$ cat config.mk
export PLATFORM = sky130hd
export DESIGN_NAME = steer_sched
export DESIGN_NICKNAME = d
export VERILOG_FILES = /design/src/rtl/steer_sched.sv
export SDC_FILE = /design/constraint.sdc
export NUM_CORES = 1
export LEC_CHECK = 0
export CELL_PAD_IN_SITES_DETAIL_PLACEMENT = 1
export CELL_PAD_IN_SITES_GLOBAL_PLACEMENT = 1
export CORE_ASPECT_RATIO = 0.75
export CORE_UTILIZATION = 48
export CTS_CLUSTER_SIZE = 24
export DETAILED_ROUTE_END_ITERATION = 10
export PLACE_DENSITY = 0.83
export SYNTH_ARGS = -nofsm -noshare
export SYNTH_HDL_FRONTEND = slang
export SYNTH_SLANG_ARGS = --single-unit
$ cat constraint.sdc
create_clock -name clock -period 11 [get_ports clock]
set_clock_uncertainty 0.2 [all_clocks]
set_input_delay 1.65 -clock clock [delete_from_list [all_inputs] [get_ports clock]]
set_output_delay 1.65 -clock clock [all_outputs]
set_load 0.02 [all_outputs]
$ cat src/rtl/steer_sched.sv
// Steering move scheduler: buffers per-channel angle writes and issues
// moves one channel at a time, round-robin, with per-move timeout.
module steer_sched #(
  parameter int TIMEOUT_CYCLES = 50000000,
  parameter int TMR_W          = 26
) (
  input  logic        clock,
  input  logic        reset,
  input  logic        wr_en,
  input  logic [1:0]  wr_ch,
  input  logic [11:0] wr_angle,
  output logic        wr_err,
  output logic [47:0] target_angle,
  output logic [3:0]  angle_update,
  input  logic [3:0]  angle_done,
  output logic [3:0]  pending,
  output logic [3:0]  timeout_flag,
  output logic        busy,
  output logic [1:0]  active_ch
);

  typedef enum logic [1:0] {
    IDLE  = 2'd0,
    ISSUE = 2'd1,
    WAIT  = 2'd2
  } state_t;

  localparam logic [TMR_W-1:0] TMR_MAX = TMR_W'(TIMEOUT_CYCLES - 1);

  state_t state, state_n;

  logic [3:0][11:0] shadow;
  logic [3:0][11:0] tgt;
  logic [TMR_W-1:0] timer;
  logic [1:0]       last_served;
  logic [1:0]       sel;
  logic             found;
  logic             issue;
  logic             done_hit;
  logic             tmo_hit;
  logic             accept;
  logic [3:0]       pending_n;

  assign accept       = wr_en && (wr_angle <= 12'd359);
  assign target_angle = tgt;
  assign busy         = (state != IDLE);

  // Round-robin search starting just after the last served channel.
  always_comb begin : rr
    logic [1:0] idx;
    sel   = last_served;
    found = 1'b0;
    idx   = last_served;
    for (int i = 1; i <= 4; i++) begin
      idx = last_served + 2'(i);
      if (!found && pending[idx]) begin
        sel   = idx;
        found = 1'b1;
      end
    end
  end

  always_ff @(posedge clock or posedge reset) begin
    if (reset) state <= IDLE;
    else       state <= state_n;
  end

  always_comb begin
    state_n  = state;
    issue    = 1'b0;
    done_hit = 1'b0;
    tmo_hit  = 1'b0;
    unique case (state)
      IDLE: begin
        if (found) begin
          state_n = ISSUE;
          issue   = 1'b1;
        end
      end
      ISSUE: state_n = WAIT;
      WAIT: begin
        if (angle_done[active_ch]) begin
          state_n  = IDLE;
          done_hit = 1'b1;
        end else if (timer == TMR_MAX) begin
          state_n = IDLE;
          tmo_hit = 1'b1;
        end
      end
      default: state_n = IDLE;
    endcase
  end

  // Clear on issue first so a same-cycle write re-arms the channel.
  always_comb begin
    pending_n = pending;
    if (issue)  pending_n[sel]   = 1'b0;
    if (accept) pending_n[wr_ch] = 1'b1;
  end

  always_ff @(posedge clock or posedge reset) begin
    if (reset) begin
      shadow       <= '0;
      tgt          <= '0;
      pending      <= '0;
      timeout_flag <= '0;
      angle_update <= '0;
      wr_err       <= 1'b0;
      active_ch    <= 2'd0;
      last_served  <= 2'd3;
      timer        <= '0;
    end else begin
      wr_err       <= wr_en && !accept;
      pending      <= pending_n;
      angle_update <= issue ? (4'b0001 << sel) : 4'b0000;
      if (accept) shadow[wr_ch] <= wr_angle;
      if (issue) begin
        tgt[sel]    <= shadow[sel];
        active_ch   <= sel;
        last_served <= sel;
      end
      if (state == ISSUE)     timer <= '0;
      else if (state == WAIT) timer <= timer + TMR_W'(1);
      if (done_hit) timeout_flag[active_ch] <= 1'b0;
      if (tmo_hit)  timeout_flag[active_ch] <= 1'b1;
    end
  end

endmodule

==> impl_metrics.env <==
export IMPL_antenna_found_initial=0
export IMPL_hold_buffers=0
export IMPL_synthCells=477
export IMPL_grt_pass1_vias=4554
export IMPL_synthArstFlopShare_pct=100
export IMPL_outcome="complete, no violations"
export IMPL_dp_hpwl_um=10100
export IMPL_fin_crit_sh_pct=38.5
export IMPL_finalHoldViolations=0
export IMPL_drt_initial_drc_count=194
export IMPL_p_int_w=0.00137
export IMPL_clkPwrFrac_pct=30.4
export IMPL_drv_slew=0
export IMPL_grt_use_total_pct=25.2
export IMPL_worstHoldPathType="reg2reg"
export IMPL_worstPathMaxFanout=13
export IMPL_coreArea_mm2=0.0124
export IMPL_die_area_mm2=0.0133
export IMPL_detail_route_antenna_nets=0
export IMPL_syn_area_mm2=0.00618
export IMPL_portBuffers=84
export IMPL_required_ns=11.09
export IMPL_route_detailed_drc=0
export IMPL_first_pass_iters=4
export IMPL_syn_to_final_growth_pct=26.2
export IMPL_vias_per_cell=5.59
export IMPL_ir_worst_vdd_uv=148
export IMPL_cts_resized=0
export IMPL_fin_cells=742
export IMPL_switching_power_w=0.000687
export IMPL_cts_sinks=141
export IMPL_path_cells="clkdlybuf4s50_1 > o211ai_1 > nand2b_1 > a2111oi_4 > nand4b_1 > mux2_2"
export IMPL_ys_flop_type="dfrtp_1"
export IMPL_root_buffer="clkbuf_16"
export IMPL_final_cell_mix="dfrtp_1 (139), mux2_2 (109), clkdlybuf4s50_1 (84)"
export IMPL_die_h_um=100
export IMPL_overflow=0
export IMPL_cellLeakagePower_nw=3.53
export IMPL_cts_max_level=4
export IMPL_maxCapViolations=0
export IMPL_swShare_pct=33.4
export IMPL_r2r_start="pending[3]$_DFF_PP0_"
export IMPL_slew_headroom_pct=22.7
export IMPL_place_congestion=0.765
export IMPL_fin_crit_ns=4.23
export IMPL_p_comb_share_pct=34.8
export IMPL_p_per_area_mw_per_mm2=264
export IMPL_placed_cells=711
export IMPL_tightest_slew_ns=1.16
export IMPL_final_common_cell="dfrtp_1"
export IMPL_fin_area_mm2=0.00780
export IMPL_cp_start_kind="input pin"
export IMPL_slowest_delay_ns=0.69
export IMPL_clk_insertion_delay_late_ns=0.41
export IMPL_worstSetupEndpointType="register"
export IMPL_ios=85
export IMPL_drt_wl_total_um=15600
export IMPL_cts_setup_buffers=0
export IMPL_grt_pass1_wl_um=25400
export IMPL_cp_arrival_ns=4.32
export IMPL_fin_nets=589
export IMPL_yosysSeqAreaShare_pct=57.1
export IMPL_cts_buffer_depth=2
export IMPL_placed_area_mm2=0.00716
export IMPL_synth_edf_count=0
export IMPL_critPathKind="in2reg"
export IMPL_setup_tns_final_ns=0
export IMPL_drive_gt1_share_pct=27.4
export IMPL_yosysWarnings=0
export IMPL_cp_slowest_cell="nand4b_1"
export IMPL_ys_ff_latch=141
export IMPL_setup_viol=0
export IMPL_ys_types=50
export IMPL_synth_area_leaders="dfrtp_1 (56%), mux2_2 (20%), nor2_1 (1.9%)"
export IMPL_diodes=0
export IMPL_via_count=4149
export IMPL_max_clock_freq_mhz=236
export IMPL_syn_nets=502
export IMPL_synth_top_cell_by_area="dfrtp_1"
export IMPL_grt_max_degree=77
export IMPL_rows=35
export IMPL_power_frac_seq_pct=34.8
export IMPL_clk_pin_slew_ns=0.06
export IMPL_die_w_um=133
export IMPL_cts_buffers_inserted=17
export IMPL_yosysTopAreaCellShare_pct=56.3
export IMPL_syn_avg_cell_area_um2=13.0
export IMPL_wl_per_cell_um=21.0
export IMPL_cp_startpoint="wr_angle[3]"
export IMPL_cts_tree="yes"
export IMPL_min_from="shadow[11]$_DFFE_PP0P_"
export IMPL_start_util_pct=49.7
export IMPL_rsz0062_at_grt="no"
[power groups by stage]
stage	Clock, W	Combinational (W)	Sequential, W
floorplan	0	0.000418	0.000757
finish	0.000625	0.000717	0.000716
detailed placement	0	0.000704	0.000719
CTS	0.000635	0.000725	0.000716
global placement	0	0.000675	0.000708
global route	0.000654	0.000763	0.000732
[state kept, by name, indices dropped and copies added (netlist names)]
| register | count |
|---|---|
| shadow | 48 |
| timeout_flag | 4 |
| target_angle | 48 |
| timer | 26 |
| state | 2 |
| active_ch | 2 |
| wr_err | 1 |
| pending | 4 |
| angle_update | 4 |
| last_served | 2 |
[path summary, 6_finish.rpt]
path	depth (start not counted)	end	slack, ns
worst max-delay path	6	shadow[18]$_DFFE_PP0P_	6.77
worst min-delay path	1	shadow[11]$_DFFE_PP0P_	0.29
worst max register to register	6	target_angle[29]$_DFFE_PP0P_	7.99
worst min register to register	1	shadow[11]$_DFFE_PP0P_	0.29
max in group asynchronous	3	timer[13]$_DFFE_PP0P_	7.69
min in group asynchronous	2	angle_update[2]$_DFF_PP0_	1.51
[routing by layer]
metal	wire length, um	global-route usage, %	up-vias
met4	257	8.22	0
met2	7860	42.5	106
met5	0	0	-
li1	-	-	1868
met3	529	5.81	20
met1	6910	32.4	2155
[final cells by class]
type	count	area, um2
fill	1204	4630
clock inverter	12	193
tap	166	208
inverter	9	38.8
sequential	141	3530
multi-input combinational	308	2520
timing repair buffer	87	863
clock buffer	19	453
[Yosys cell counts (2+ instances only)]
cell type  number
and3b_1         2
mux2_2        109
and2_1         12
xnor2_1        10
dfrtp_1       139
nand3_1         7
inv_1           9
o211ai_1        2
nor3_1          6
buf_4           3
nand2_1        23
nor4_1          6
or2_2           3
ha_1            4
clkbuf_1        6
nor3b_1         2
nand2b_1        7
buf_2           9
a21oi_1        13
o21ai_0        14
nor4_4          2
nand4_1        10
nand4b_1        2
xor2_1         10
o21a_1          4
and3_1          4
or3_1           4
dfstp_2         2
nor2_1         32
[stage by stage]
step           power (W)  utilization (%)  hold slack (ns)  worst slack, ns
2_1_floorplan    0.00118                -            0.247             5.37
3_3_place_gp     0.00138             57.5            0.264             6.53
3_5_place_dp     0.00142             57.5            0.271             6.43
5_1_grt          0.00215             62.7            0.321             6.65
4_1_cts          0.00208             62.7            0.287             6.79
6_report         0.00206             62.7            0.290             6.77
[cells by family (layout without fill, tap and decap cells)]
logic type	count (synthesis)	in the layout	share of synthesized area, %
AND/OR/NAND/NOR	130	130	11.7
multiplexers	112	112	20.6
AO/OA/AOI/OAI	42	42	4.76
flip-flops	141	141	57.1
adder cells (fa/ha/maj)	4	4	0.810
buffers and inverters	28	127	2.19
XOR/XNOR	20	20	2.83
[worst max-delay path: cells and delay by family]
family | cells | cell delay (ns)
and+or+nand+nor | 2 | 0.83
muxes | 1 | 0.53
AOI/OAI and AO/OA | 2 | 0.79
buffers and inverters | 1 | 0.52
No activity file was read; power rests on OpenSTA's default activity.
